==> src/rtl/wb_serial_divider_if.sv <==
// Wishbone classic slave bus bundle for the serial divider.
interface wb_serial_divider_if #(
    parameter int WBW = 32
);
    logic             wbs_stb_i;
    logic             wbs_cyc_i;
    logic             wbs_we_i;
    logic [WBW/8-1:0] wbs_sel_i;
    logic [WBW-1:0]   wbs_adr_i;
    logic [WBW-1:0]   wbs_dat_i;
    logic             wbs_ack_o;
    logic [WBW-1:0]   wbs_dat_o;

    modport slave (
        input  wbs_stb_i, wbs_cyc_i, wbs_we_i, wbs_sel_i, wbs_adr_i, wbs_dat_i,
        output wbs_ack_o, wbs_dat_o
    );

    modport master (
        output wbs_stb_i, wbs_cyc_i, wbs_we_i, wbs_sel_i, wbs_adr_i, wbs_dat_i,
        input  wbs_ack_o, wbs_dat_o
    );
endinterface

==> src/rtl/wb_serial_divider.sv <==
// Wishbone-mapped restoring divider: one quotient bit per cycle, with a
// single sign-fixup cycle and fast paths for divide-by-zero and overflow.
module wb_serial_divider #(
    parameter int WBW     = 32,
    parameter int XLEN    = 32,
    parameter int LAW     = 32,
    parameter int BLINK_W = 24
) (
    input  logic                clk_i,
    input  logic                reset_ni,
    wb_serial_divider_if.slave  wb,
    output logic                irq_o,
    output logic                start_o,
    output logic                fini_o,
    output logic                busy_o,
    output logic [LAW-1:0]      la_data_o,
    output logic                hw_blinky_o,
    output logic                sw_blinky_o
);

    localparam int CNT_W = $clog2(XLEN);
    localparam logic [CNT_W-1:0] LAST_STEP = CNT_W'(XLEN - 1);
    localparam logic [XLEN-1:0]  MOST_NEG  = {1'b1, {(XLEN-1){1'b0}}};

    typedef enum logic [1:0] {IDLE, CALC, FIX} state_t;

    state_t state_q, state_d;

    // Bus-visible registers
    logic [XLEN-1:0]    dividend_q, divisor_q;
    logic               signed_q, irq_en_q, sw_blink_q;
    logic               done_q, dbz_q, ovf_q;
    logic [XLEN-1:0]    quotient_q, remainder_q;
    logic               ack_q;
    logic [WBW-1:0]     dat_q;
    logic               start_q, fini_q;
    logic [BLINK_W-1:0] blink_q;

    // Working registers of the running operation
    logic [XLEN-1:0]    w_raw;   // original dividend, needed by the fast paths
    logic [XLEN-1:0]    w_num;   // dividend magnitude shifting out, quotient shifting in
    logic [XLEN-1:0]    w_rem;
    logic [XLEN-1:0]    w_den;
    logic [CNT_W-1:0]   w_cnt;
    logic               w_neg_q, w_neg_r, w_dbz, w_ovf;

    // Bus decode
    logic            req, wr, rd;
    logic [2:0]      reg_idx;
    logic [XLEN-1:0] wdata;
    logic [WBW-1:0]  rdata;
    logic            wr_dividend, wr_divisor, wr_ctrl, wr_status;

    assign req     = wb.wbs_stb_i & wb.wbs_cyc_i & ~ack_q;
    assign wr      = req & wb.wbs_we_i;
    assign rd      = req & ~wb.wbs_we_i;
    assign reg_idx = wb.wbs_adr_i[4:2];
    assign wdata   = wb.wbs_dat_i[XLEN-1:0];

    assign wr_dividend = wr && (reg_idx == 3'd0);
    assign wr_divisor  = wr && (reg_idx == 3'd1);
    assign wr_ctrl     = wr && (reg_idx == 3'd2);
    assign wr_status   = wr && (reg_idx == 3'd3);

    // Byte selects and unused address/data bits carry no meaning here
    logic unused_bits;
    assign unused_bits = ^{wb.wbs_sel_i, wb.wbs_adr_i, wb.wbs_dat_i};

    // Start handling: mode comes from the CTRL word being written
    logic            start_go, sgn_new, sp_dbz, sp_ovf;
    logic            fix_exit;

    assign start_go = wr_ctrl && wdata[0] && (state_q == IDLE);
    assign sgn_new  = wdata[1];
    assign sp_dbz   = (divisor_q == '0);
    assign sp_ovf   = sgn_new && (dividend_q == MOST_NEG) && (divisor_q == '1);
    assign fix_exit = (state_q == FIX);

    function automatic logic [XLEN-1:0] mag(input logic [XLEN-1:0] x, input logic sgn);
        return (sgn && x[XLEN-1]) ? -x : x;
    endfunction

    // One restoring step: shift in next dividend bit, subtract if it fits
    logic [XLEN:0]   shifted, diff;
    assign shifted = {w_rem, w_num[XLEN-1]};
    assign diff    = shifted - {1'b0, w_den};

    // Final result selection during the fixup cycle
    logic [XLEN-1:0] q_fix, r_fix;
    always_comb begin
        q_fix = w_neg_q ? -w_num : w_num;
        r_fix = w_neg_r ? -w_rem : w_rem;
        if (w_dbz) begin
            q_fix = '1;
            r_fix = w_raw;
        end else if (w_ovf) begin
            q_fix = w_raw;
            r_fix = '0;
        end
    end

    // FSM state register
    always_ff @(posedge clk_i or negedge reset_ni) begin
        if (!reset_ni) state_q <= IDLE;
        else           state_q <= state_d;
    end

    // FSM next state: fast paths skip CALC entirely
    always_comb begin
        state_d = state_q;
        case (state_q)
            IDLE:    if (start_go) state_d = (sp_dbz || sp_ovf) ? FIX : CALC;
            CALC:    if (w_cnt == LAST_STEP) state_d = FIX;
            FIX:     state_d = IDLE;
            default: state_d = IDLE;
        endcase
    end

    // Working datapath: latch operands on start, iterate while in CALC
    always_ff @(posedge clk_i or negedge reset_ni) begin
        if (!reset_ni) begin
            w_raw   <= '0;
            w_num   <= '0;
            w_rem   <= '0;
            w_den   <= '0;
            w_cnt   <= '0;
            w_neg_q <= 1'b0;
            w_neg_r <= 1'b0;
            w_dbz   <= 1'b0;
            w_ovf   <= 1'b0;
        end else if (start_go) begin
            w_raw   <= dividend_q;
            w_num   <= mag(dividend_q, sgn_new);
            w_den   <= mag(divisor_q, sgn_new);
            w_rem   <= '0;
            w_cnt   <= '0;
            w_neg_q <= sgn_new && (dividend_q[XLEN-1] ^ divisor_q[XLEN-1]);
            w_neg_r <= sgn_new && dividend_q[XLEN-1];
            w_dbz   <= sp_dbz;
            w_ovf   <= !sp_dbz && sp_ovf;
        end else if (state_q == CALC) begin
            w_cnt <= w_cnt + CNT_W'(1);
            if (!diff[XLEN]) begin
                w_rem <= diff[XLEN-1:0];
                w_num <= {w_num[XLEN-2:0], 1'b1};
            end else begin
                w_rem <= shifted[XLEN-1:0];
                w_num <= {w_num[XLEN-2:0], 1'b0};
            end
        end
    end

    // Operand and control registers; CTRL mode bits update even while busy
    always_ff @(posedge clk_i or negedge reset_ni) begin
        if (!reset_ni) begin
            dividend_q <= '0;
            divisor_q  <= '0;
            signed_q   <= 1'b0;
            irq_en_q   <= 1'b0;
            sw_blink_q <= 1'b0;
        end else begin
            if (wr_dividend) dividend_q <= wdata;
            if (wr_divisor)  divisor_q  <= wdata;
            if (wr_ctrl) begin
                signed_q   <= wdata[1];
                irq_en_q   <= wdata[2];
                sw_blink_q <= wdata[3];
            end
        end
    end

    // Results and status; completion beats a same-cycle W1C of done
    always_ff @(posedge clk_i or negedge reset_ni) begin
        if (!reset_ni) begin
            quotient_q  <= '0;
            remainder_q <= '0;
            done_q      <= 1'b0;
            dbz_q       <= 1'b0;
            ovf_q       <= 1'b0;
        end else if (fix_exit) begin
            quotient_q  <= q_fix;
            remainder_q <= r_fix;
            done_q      <= 1'b1;
            dbz_q       <= w_dbz;
            ovf_q       <= w_ovf;
        end else if (start_go) begin
            done_q <= 1'b0;
            dbz_q  <= 1'b0;
            ovf_q  <= 1'b0;
        end else if (wr_status && wdata[1]) begin
            done_q <= 1'b0;
        end
    end

    // Single-cycle event pulses
    always_ff @(posedge clk_i or negedge reset_ni) begin
        if (!reset_ni) begin
            start_q <= 1'b0;
            fini_q  <= 1'b0;
        end else begin
            start_q <= start_go;
            fini_q  <= fix_exit;
        end
    end

    // Read mux; narrow registers zero-extend to the bus width
    always_comb begin
        rdata = '0;
        case (reg_idx)
            3'd0:    rdata = WBW'(dividend_q);
            3'd1:    rdata = WBW'(divisor_q);
            3'd2:    rdata = WBW'({sw_blink_q, irq_en_q, signed_q, 1'b0});
            3'd3:    rdata = WBW'({ovf_q, dbz_q, done_q, busy_o});
            3'd4:    rdata = WBW'(quotient_q);
            3'd5:    rdata = WBW'(remainder_q);
            default: rdata = '0;
        endcase
    end

    // Registered ack and read data; ack low forces a gap between requests
    always_ff @(posedge clk_i or negedge reset_ni) begin
        if (!reset_ni) begin
            ack_q <= 1'b0;
            dat_q <= '0;
        end else begin
            ack_q <= req;
            dat_q <= rd ? rdata : '0;
        end
    end

    // Free-running blink counter
    always_ff @(posedge clk_i or negedge reset_ni) begin
        if (!reset_ni) blink_q <= '0;
        else           blink_q <= blink_q + BLINK_W'(1);
    end

    assign wb.wbs_ack_o = ack_q;
    assign wb.wbs_dat_o = dat_q;
    assign busy_o       = (state_q != IDLE);
    assign start_o      = start_q;
    assign fini_o       = fini_q;
    assign irq_o        = done_q & irq_en_q;
    assign la_data_o    = LAW'(quotient_q);
    assign hw_blinky_o  = blink_q[BLINK_W-1];
    assign sw_blinky_o  = sw_blink_q;

endmodule

==> src/flat_wrapper.sv <==
// flat-port wrapper written by rule: the top's interface ports become plain ports
module wb_serial_divider_flat 
#(
    parameter int WBW     = 32,
    parameter int XLEN    = 32,
    parameter int LAW     = 32,
    parameter int BLINK_W = 24
)
  (clk_i, reset_ni, irq_o, start_o, fini_o, busy_o, la_data_o, hw_blinky_o, sw_blinky_o, wb_wbs_stb_i, wb_wbs_cyc_i, wb_wbs_we_i, wb_wbs_sel_i, wb_wbs_adr_i, wb_wbs_dat_i, wb_wbs_ack_o, wb_wbs_dat_o);
  wb_serial_divider_if #(.WBW(WBW)) wb_i ();
  input  logic clk_i;
  input  logic reset_ni;
  output logic irq_o;
  output logic start_o;
  output logic fini_o;
  output logic busy_o;
  output logic [LAW-1:0] la_data_o;
  output logic hw_blinky_o;
  output logic sw_blinky_o;
  input wire logic [$bits(wb_i.wbs_stb_i)-1:0] wb_wbs_stb_i;
  input wire logic [$bits(wb_i.wbs_cyc_i)-1:0] wb_wbs_cyc_i;
  input wire logic [$bits(wb_i.wbs_we_i)-1:0] wb_wbs_we_i;
  input wire logic [$bits(wb_i.wbs_sel_i)-1:0] wb_wbs_sel_i;
  input wire logic [$bits(wb_i.wbs_adr_i)-1:0] wb_wbs_adr_i;
  input wire logic [$bits(wb_i.wbs_dat_i)-1:0] wb_wbs_dat_i;
  output wire logic [$bits(wb_i.wbs_ack_o)-1:0] wb_wbs_ack_o;
  output wire logic [$bits(wb_i.wbs_dat_o)-1:0] wb_wbs_dat_o;
  assign wb_i.wbs_stb_i = wb_wbs_stb_i;
  assign wb_i.wbs_cyc_i = wb_wbs_cyc_i;
  assign wb_i.wbs_we_i = wb_wbs_we_i;
  assign wb_i.wbs_sel_i = wb_wbs_sel_i;
  assign wb_i.wbs_adr_i = wb_wbs_adr_i;
  assign wb_i.wbs_dat_i = wb_wbs_dat_i;
  assign wb_wbs_ack_o = wb_i.wbs_ack_o;
  assign wb_wbs_dat_o = wb_i.wbs_dat_o;
  wb_serial_divider #(.WBW(WBW), .XLEN(XLEN), .LAW(LAW), .BLINK_W(BLINK_W)) u_core (.clk_i(clk_i), .reset_ni(reset_ni), .wb(wb_i), .irq_o(irq_o), .start_o(start_o), .fini_o(fini_o), .busy_o(busy_o), .la_data_o(la_data_o), .hw_blinky_o(hw_blinky_o), .sw_blinky_o(sw_blinky_o));
endmodule
==> config.mk <==
export PLATFORM = sky130hd
export DESIGN_NAME = wb_serial_divider_flat
export DESIGN_NICKNAME = d
export VERILOG_FILES = /design/src/rtl/wb_serial_divider_if.sv /design/src/rtl/wb_serial_divider.sv /design/src/flat_wrapper.sv
export SDC_FILE = /design/constraint.sdc
export NUM_CORES = 1
export LEC_CHECK = 0
export CAP_MARGIN = 40
export CORE_UTILIZATION = 50
export CTS_CLUSTER_SIZE = 24
export DETAILED_ROUTE_END_ITERATION = 10
export PLACE_DENSITY = 0.77
export REMOVE_ABC_BUFFERS = 1
export SLEW_MARGIN = 0
export SYNTH_ARGS = -nofsm -noshare
export SYNTH_HDL_FRONTEND = slang
export SYNTH_SLANG_ARGS = --single-unit
==> constraint.sdc <==
create_clock -name clk_i -period 3.77 [get_ports clk_i]
set_input_delay 0.5655 -clock clk_i [delete_from_list [all_inputs] [get_ports clk_i]]
set_output_delay 0.5655 -clock clk_i [all_outputs]
set_load 0.02 [all_outputs]
### Word-level counts from Yosys, hierarchy flattened

Index checks and enable logic that the tools add are counted.

* logic and storage cells: 103
* register bits after elaboration: 332
* bits of input ports: 73
* output and inout bits: 71

* equality and inequality tests: 12
* bitwise operators: 8
* reduce and logical (&&, ||, !) cells: 23
* mux-type cells: 28
* add/sub/neg operators: 7

Operators with widths (number)
* $mux 32: 14
* $pmux 32 s6: 1
* $neg 32->32: 4
* $eq 32x32->1 const B: 2
* $sub 33x32->33: 1
* $logic_not 32->1: 1
* $add 24x1->24 const B: 1
* $logic_and 1x1->1: 13
* $mux 5: 2
* $mux 1: 7
* $eq 3x2->1 const B: 2
* $eq 3x3->1 const B: 2
* $mux 2: 3
* $reduce_bool 2->1: 3
* $add 5x1->5 const B: 1
* $and 1x1->1: 5
* $eq 5x5->1 const B: 1
* $ne 2x1->1 const B: 2
* $pmux 2 s2: 1
* $eq 3x1->1 const B: 1
* $logic_not 3->1: 1
* $reduce_bool 3->1: 1
* $eq 2x1->1 const B: 1
* $eq 2x2->1 const B: 1
* other kinds (6): 7

### Logic depth before layout (Yosys ltp)

Gate-level depths: netlist of run 1.

* depth after elaboration: 8
* depth in mapped cells: 13
* depth with buffers taken out: 13

### Worst setup path after synthesis of run 1

No wires, ideal clock.

* kind: reg2reg
* start point: reg u_core.w_rem[12]
* end point: reg u_core.w_rem[3]
* cell stages (with the launch flop): 11
* data arrival time: 2756 ps
* period minus slack after synthesis: 2890 ps
* setup time: 134 ps
* setup slack: 880 ps
* buffers on the path: 1
* required time: 3636 ps
* cell sequence: dfrtp_1 -> ha_1 -> a21o_1 -> a21o_1 -> a221o_1 -> o21ai_0 -> a21oi_1 -> xnor2_1 -> clkbuf_1 -> mux2i_1 -> o21ai_0

* cells in the longest elaborated chain, start to end: 4

RTL lines
* start, declared: RTL line wb_serial_divider.sv:42 `logic [XLEN-1:0] w_rem;`
* start signal, assigned: RTL line wb_serial_divider.sv:144 `w_rem <= diff[XLEN-1:0];`
* start signal, assigned: RTL line wb_serial_divider.sv:147 `w_rem <= shifted[XLEN-1:0];`
* $sub 33x32->33: RTL line wb_serial_divider.sv:86 `assign diff = shifted - {1'b0, w_den};`
* $mux 32: RTL line wb_serial_divider.sv:143 `if (!diff[XLEN]) begin`
* $mux 32: RTL line wb_serial_divider.sv:141 `end else if (state_q == CALC) begin`
* $mux 32: RTL line wb_serial_divider.sv:131 `end else if (start_go) begin`

Every way passes these cells. The select of a mux whose other input is x is not followed.
A chain may end at the register's enable or synchronous reset.

### Final worst setup path of run 1

* start point: reg u_core.divisor_q[9]
* end point: reg u_core.w_den[28]

* cells in the longest elaborated chain, start to end: 2

RTL lines
* start, declared: RTL line wb_serial_divider.sv:30 `logic [XLEN-1:0] dividend_q, divisor_q;`
* start signal, assigned: RTL line wb_serial_divider.sv:163 `if (wr_divisor) divisor_q <= wdata;`
* $neg 32->32: RTL line wb_serial_divider.sv:80 `return (sgn && x[XLEN-1]) ? -x : x;`
* $mux 32: RTL line wb_serial_divider.sv:80
* end signal, assigned: RTL line wb_serial_divider.sv:134 `w_den <= mag(divisor_q, sgn_new);`
* end, declared: RTL line wb_serial_divider.sv:43 `logic [XLEN-1:0] w_den;`

Every way passes these cells.

==> metrics.md, run 1 <==
| Metric | Value |
|---|---|
| Status | complete, but fails checks |
| Violated checks | design-rule violations |
| Die width | 193 um |
| CTS tree | done |
| Die Area | 0.0371 mm2 |
| Clock sinks | 332 |
| GRT Overall Usage | 29.4% |
| Clk buf depth | 3 |
| Residual DRC count | 20 |
| Post-synth top area share | 45.7% |
| Largest net degree at the start of global routing | 86 |
| Die Y | 193 um |
| Final setup violation count | 0 |
| Diodes inserted | 0 |
| Cell family with most CP delay | simple AND/OR/NAND/NOR gates |
| First-pass GRT wire length | 84.8 mm |
| CTS buffer count | 36 |
| Worst-Skew Late Latency | 0.53 ns |
| Finished Core Util | 59.1% |
| LEAKAGE | 8.98 nW |
| Pre-antenna DRT Iters | 9 |
| Setup Total Neg Slack | 0 ns |
| Reg2Reg Setup Slack | 0.26 ns |
| Max_cap viols | 0 |
| Worst min-delay path category | in -> async |
| VDD IR max | 399 uV |
| Cts hold-fix bufs | 0 |
| Reg clk slew, reported paths | 0.06 ns |
| Row count | 69 |
| Starting density of the core | 51.0% |
| Avg Inst Size Synth | 9.26 um2 |
| Vias | 15700 |
| Cell count along the critical path | 8 |
| Capturing point of the worst reg2reg path | u_core.w_den[28] |
| Max_slew headroom | 41.7% |
| Top-Level Pins | 144 |
| Final hold slack | 0.0324 ns |
| DRT Wirelength | 53.8 mm |
| Sequential share of the synthesized area | 45.7% |
| Total gr overflow | 0 |
| Clock Skew | 0.0141 ns |
| CTS Root Buffer Type | clkbuf_16 |
| Ys Warns | 0 |
| Syn Inst Count | 1962 |
| Reg2Reg Depth | 8 |
| PortBufs | 110 |
| Area grow syn2layout | 15.9% |
| Final GP Congestion | 0.905 |
| Post-CTS setup buffers | 0 |
| Critical register-to-register path startpoint | u_core.divisor_q[9] |
| Power Density | 621 mW/mm2 |
| F_max | 0.285 GHz |
| Vias/cell | 6.25 |
| Design area | 0.0211 mm2 |
| WP data arrival | 3.88 ns |
| Area after DPL | 0.0199 mm2 |
| Initial antenna violation count | 1 |
| Synth area leader | dfrtp_1 |
| Worst setup path class | reg -> reg |
| Pwr Total | 0.0131 W |
| WL/cell | 21.4 um |
| RSZ-0062 raised after global routing | false |
| Synthesized area | 0.0182 mm2 |
| EDFF count, synth | 0 |
| Async S/R FF share, synth | 100% |
| Initial DRC Count | 1923 |
| Nets@finish | 2141 |
| Pins over their slew limit | 0 |
| Antenna Nets Post-Route | 0 |
| Critical path fanouts, max | 5 |
| Worst Setup Start Kind | flip-flop |
| Tmin final | 3.51 ns |
| Vias in the first global route | 15200 |
| Tcrit/Tclk final | 93.0% |
| Synth area leaders | dfrtp_1, nand2_1, xnor2_1 |
| CTS H-Tree Depth | 2 |
| #FFs+latches synth | 332 |
| Slew @ Worst Pin | 0.875 ns |
| CP bufs+invs | 0 |
| Critical path's slowest cell | nor4_1 |
| Kind of end point of the critical path | flip-flop |
| Required time of the critical path | 4.14 ns |
| Post-synth cell types | 69 |
| Crit path largest cell delay | 0.73 ns |
| DP Wirelength | 36.0 mm |
| Ys flop type | dfrtp_1 |
| Core area | 0.0357 mm2 |
| Final hold violation count | 0 |
| Fraction of layout cells with a size suffix above 1 | 9.85% |
| Post-cts resize count | 0 |
| Crit path cell chain | nor4_1 -> nand2b_1 -> nor4b_2 -> nand2_1 -> or4_1 -> o31ai_1 -> xor2_1 -> o21ai_0 |
[metal layers]
layer / share of wire (%) / track usage, %
met2: 46 / 46.1
met3: 9.3 / 5.98
met4: 3.6 / 11.1
met5: 0.024 / 0
met1: 41 / 40.1
[cells in the mapped netlist, drive strengths merged (3+ instances only)]
| cell | count |
|---|---|
| o41ai | 18 |
| o21a | 4 |
| or2 | 3 |
| a21o | 16 |
| nor4 | 15 |
| nor2b | 6 |
| nor2 | 151 |
| o211ai | 9 |
| or3 | 8 |
| inv | 61 |
| mux2 | 60 |
| nand3 | 57 |
| nand2b | 12 |
| or4 | 17 |
| o21bai | 6 |
| o31ai | 29 |
| buf | 7 |
| o21ai | 161 |
| nor3 | 30 |
| xnor2 | 104 |
| dfrtp | 332 |
| o221ai | 7 |
| nand4 | 15 |
| a31oi | 12 |
| xor2 | 62 |
| nand2 | 258 |
| a221oi | 17 |
| a221o | 4 |
| clkbuf | 121 |
| and3 | 13 |
| and2 | 12 |
| a22oi | 77 |
| mux2i | 42 |
| a21oi | 141 |
| ha | 40 |
| o22ai | 8 |
[sequential cells by signal, summed over array words and instances, names as in the netlist, 5 cells and up]
register,flops
u_core.dividend_q,32
u_core.divisor_q,32
u_core.la_data_o,32
u_core.remainder_q,32
u_core.w_den,32
u_core.w_num,32
u_core.w_raw,32
u_core.w_rem,32
u_core.wb.wbs_dat_o,32
u_core.blink_q,24
u_core.w_cnt,5
[kinds of logic after synthesis]
logic type / share of synthesized area [%]
AOI/OAI and AO/OA: 18.0
xor gates and xnor gates: 8.00
adders and majority gates: 2.86
buffers and inverters: 3.93
DFF: 45.7
muxes: 6.03
and+or+nand+nor: 15.4
[layout make-up]
class	instances	area, um2
timing repair buffer	155	1570
clock buffer	52	1090
inverter	62	233
tap	461	577
multi-input combinational	1440	9190
sequential	332	8310
clock inverter	9	97.6
fill	2930	14600
[stage by stage]
stage | std cells | setup slack [ns]
6_report | 2511 | 0.264
4_1_cts | 2511 | 0.400
5_1_grt | 2511 | 0.164
3_5_place_dp | 2450 | 0.416
2_1_floorplan | 1834 | -3.07
3_3_place_gp | 2446 | 0.475
[worst max-delay path by stage]
stage,from,endpoint,slack (ns)
2_1_floorplan,wb_wbs_stb_i,u_core.w_num[10],-3.07
3_3_place_gp,u_core.divisor_q[9],u_core.w_den[28],0.48
3_5_place_dp,u_core.divisor_q[9],u_core.w_den[28],0.42
4_1_cts,u_core.divisor_q[9],u_core.w_den[28],0.40
5_1_grt,u_core.divisor_q[9],u_core.w_den[28],0.16
6_report,u_core.divisor_q[9],u_core.w_den[28],0.26
[worst reg2reg max path, stage by stage (launching register included)]
cell and delay, ns:
dfrtp_1 0.37, nor4_1 0.73, nand2b_1 0.29, nor4b_2 0.53, nand2_1 0.17, or4_1 0.56, o31ai_1 0.32, xor2_1 0.27
o21ai_0 0.11
[where the power goes]
group,switching [W],internal [W]
clock network,0.00145,0.00214
logic,0.00256,0.00190
registers,0.000931,0.00410
total,0.00494,0.00815
[cell usage in the layout, fill, tap and decap left out, types with 5 or more instances in the layout]
master / netlist / final
o21ai_1: 5 / 5
xor2_1: 62 / 62
nand4_1: 15 / 15
clkbuf_16: 0 / 37
nor2_1: 151 / 149
nor4_1: 11 / 11
o211ai_1: 9 / 9
nand3_1: 56 / 55
clkbuf_8: 0 / 11
a21o_1: 16 / 16
o21ai_0: 156 / 156
or4_1: 12 / 12
or3_1: 6 / 6
and2_1: 12 / 12
o21bai_1: 6 / 6
dfrtp_1: 332 / 331
buf_12: 0 / 7
o31ai_1: 26 / 26
o41ai_1: 16 / 16
mux2i_1: 42 / 42
inv_1: 61 / 60
o221ai_1: 7 / 7
buf_4: 0 / 35
mux2_2: 60 / 60
nand2_1: 258 / 258
and3_1: 13 / 11
or4_4: 5 / 5
ha_1: 40 / 40
a221oi_1: 17 / 17
nor3_1: 30 / 29
a21oi_1: 141 / 141
o22ai_1: 8 / 8
a22oi_1: 77 / 77
nand2b_1: 12 / 10
clkinv_2: 0 / 6
clkdlybuf4s50_1: 0 / 109
a31oi_1: 12 / 12
xnor2_1: 104 / 103
Power figures use the tool's default switching activity.
==> run 2: changes to the inputs <==
- GPL_TIMING_DRIVEN: not set -> 0
==> run 2 against run 1 <==
Against the previous run: the run still ends with design-rule violations left; via count about the same; routed wire length decreased by 1.0%; clock-buffer cell count decreased by 3; setup slack got worse by 0.061 ns; register-to-register slack got worse by 0.04 ns; critical path type is now in -> reg; largest cell class unchanged; highest routed layer is now met4; clock power decreased by 7.0%.
==> metrics.md, run 2 (synthesis gave the netlist of run 1 again) <==
| Metric | Value |
|---|---|
| Status | complete, but fails checks (unchanged) |
| Violated checks | design-rule violations (unchanged) |
| Core area | 0.0357 mm2 (unchanged) |
| DP Wirelength | 35.9 mm (was 36.0 mm) |
| Top-Level Pins | 144 (unchanged) |
| Kind of end point of the critical path | flip-flop (unchanged) |
| DRT Wirelength | 53.3 mm (was 53.8 mm) |
| Initial antenna violation count | 1 (unchanged) |
| Max_slew headroom | 36.6% (was 41.7%) |
| Row count | 69 (unchanged) |
| Max_cap viols | 0 (unchanged) |
| Reg2Reg Setup Slack | 0.22 ns (was 0.26 ns) |
| Critical path's slowest cell | clkdlybuf4s50_1 (was nor4_1) |
| Power Density | 612 mW/mm2 (was 621 mW/mm2) |
| Worst min-delay path category | in -> async (unchanged) |
| Pwr Total | 0.0129 W (was 0.0131 W) |
| Total gr overflow | 0 (unchanged) |
| Critical path fanouts, max | 73 (was 5) |
| Most frequent cells in the layout | dfrtp_1, nand2_1, o21ai_0 (unchanged) |
| Area grow syn2layout | 15.8% (was 15.9%) |
| Die Area | 0.0371 mm2 (unchanged) |
| Pins over their slew limit | 0 (unchanged) |
| Vias/cell | 6.31 (was 6.25) |
| GRT Overall Usage | 29.0% (was 29.4%) |
| Tcrit/Tclk final | 94.6% (was 93.0%) |
| Final GP Congestion | 0.905 (about the same) |
| Largest net degree at the start of global routing | 93 (was 86) |
| Diodes inserted | 0 (unchanged) |
| Required time of the critical path | 4.13 ns (was 4.14 ns) |
| First-pass GRT wire length | 83.4 mm (was 84.8 mm) |
| Commonest non-fill, non-tap cell in the layout | dfrtp_1 (unchanged) |
| Clk buf depth | 3 (unchanged) |
| Slew @ Worst Pin | 0.947 ns (was 0.875 ns) |
| Critical Path Source | wb_wbs_adr_i[3] (was u_core.divisor_q[9]) |
| Post-placement setup slack | -1.33 ns (was 0.416 ns) |
| CTS buffer count | 36 (unchanged) |
| PortBufs | 110 (unchanged) |
| Residual DRC count | 20 (unchanged) |
| VDD IR max | 276 uV (was 399 uV) |
| Die Y | 193 um (unchanged) |
| WP data arrival | 3.92 ns (was 3.88 ns) |
| CTS Root Buffer Type | clkbuf_16 (unchanged) |
| Pre-antenna DRT Iters | 10 (was 9) |
| Crit path largest cell delay | 0.66 ns (was 0.73 ns) |
| Cts hold-fix bufs | 0 (unchanged) |
| Nets@finish | 2125 (was 2141) |
| Worst Setup Start Kind | input port (was flip-flop) |
| Fraction of layout cells with a size suffix above 1 | 9.31% (was 9.85%) |
| Design area | 0.0210 mm2 (was 0.0211 mm2) |
| Critical register-to-register path startpoint | u_core.w_num[31] (was u_core.divisor_q[9]) |
| Starting density of the core | 51.0% (unchanged) |
| CTS H-Tree Depth | 2 (unchanged) |
| Worst-Skew Late Latency | 0.52 ns (was 0.53 ns) |
| Final hold violation count | 0 (unchanged) |
| CTS tree | done (unchanged) |
| Clock Skew | 0.0152 ns (was 0.0141 ns) |
| WL/cell | 21.4 um (about the same) |
| Capturing point of the worst reg2reg path | u_core.w_rem[30] (was u_core.w_den[28]) |
| Reg clk slew, reported paths | 0.06 ns (about the same) |
| RSZ-0062 raised after global routing | false (unchanged) |
| Vias in the first global route | 14900 (was 15200) |
| Clock sinks | 332 (unchanged) |
| Vias | 15700 (about the same) |
| Final setup violation count | 0 (unchanged) |
| Antenna Nets Post-Route | 0 (unchanged) |
| Crit path cell chain | clkdlybuf4s50_1 -> nor2b_1 -> nor3b_4 -> nand3_4 -> buf_16 -> inv_6 -> buf_12 -> nor2_2 -> buf_8 -> a22oi_1 -> o21ai_0 (was nor4_1 -> nand2b_1 -> nor4b_2 -> nand2_1 -> or4_1 -> o31ai_1 -> xor2_1 -> o21ai_0) |
| F_max | 0.280 GHz (was 0.285 GHz) |
| Final setup margin | 0.203 ns (was 0.264 ns) |
| Area after DPL | 0.0199 mm2 (about the same) |
| Reg2Reg Depth | 16 (was 8) |
| LEAKAGE | 8.91 nW (was 8.98 nW) |
| Tmin final | 3.57 ns (was 3.51 ns) |
| Die width | 193 um (unchanged) |
| Worst setup path class | in -> reg (was reg -> reg) |
| Initial DRC Count | 1751 (was 1923) |
==> run 2: final cells by class <==
| type | instances | area (um2) |
|---|---|---|
| sequential | 332 | 8310 |
| fill | 2947 | 14600 |
| clock inverter | 7 | 41.3 |
| timing repair buffer | 137 | 1580 |
| inverter | 62 | 239 |
| clock buffer | 49 | 1040 |
| multi-input combinational | 1442 | 9250 |
| tap | 461 | 577 |
==> run 2: per-stage QoR <==
step	setup TNS [ns]	hold WS, ns	utilization [%]	std cells
global placement	-5071.22	0.441	54.3	2405
CTS	0	0.0631	58.9	2487
global route	0	0.0924	59.0	2490
floorplan	-240.61	0.270	-	1834
finish	0	0.0453	59.0	2490
detailed placement	-68.13	0.452	55.8	2428
==> run 2: power breakdown <==
| group | internal [W] | leakage, nW | switching, W |
|---|---|---|---|
| Clock | 0.00192 | 0.536 | 0.00142 |
| Combinational | 0.00195 | 4.21 | 0.00253 |
| Sequential | 0.00410 | 4.16 | 0.000952 |
| Total | 0.00797 | 8.91 | 0.00490 |
==> run 2: how the worst max path moves through the flow <==
stage	to	slack, ns	depth (start not counted)
after detailed placement	u_core.w_num[5]	-1.33	10
after global placement	u_core.dividend_q[21]	-12.04	1
final	u_core.w_num[9]	0.20	11
after CTS	u_core.w_rem[30]	0.09	16
after floorplan	u_core.w_num[10]	-3.07	9
after global routing	u_core.w_num[9]	0.04	11
==> run 2: routing by layer <==
metal,part of all wire [%],up-vias,global-route usage (%)
met2,46,836,45.3
met4,3.5,0,10.9
li1,-,7015,-
met1,42,7719,40.3
met3,9.2,138,4.86
met5,0,-,0
==> run 2: what timing repair did <==
| item | in CTS | in global routing |
|---|---|---|
| cloned | 2 | 0 |
| resized for setup | 5 | 3 |
| setup buffers | 1 | 3 |
| endpoints found under the setup margin | 71 | 17 |
| pin swaps | 2 | 0 |
==> run 2: critical path, delay by kind of cell <==
family / cells / cell delay (ns)
compound gates: 2 / 0.27
simple gates: 4 / 1.23
buf+inv: 5 / 1.77
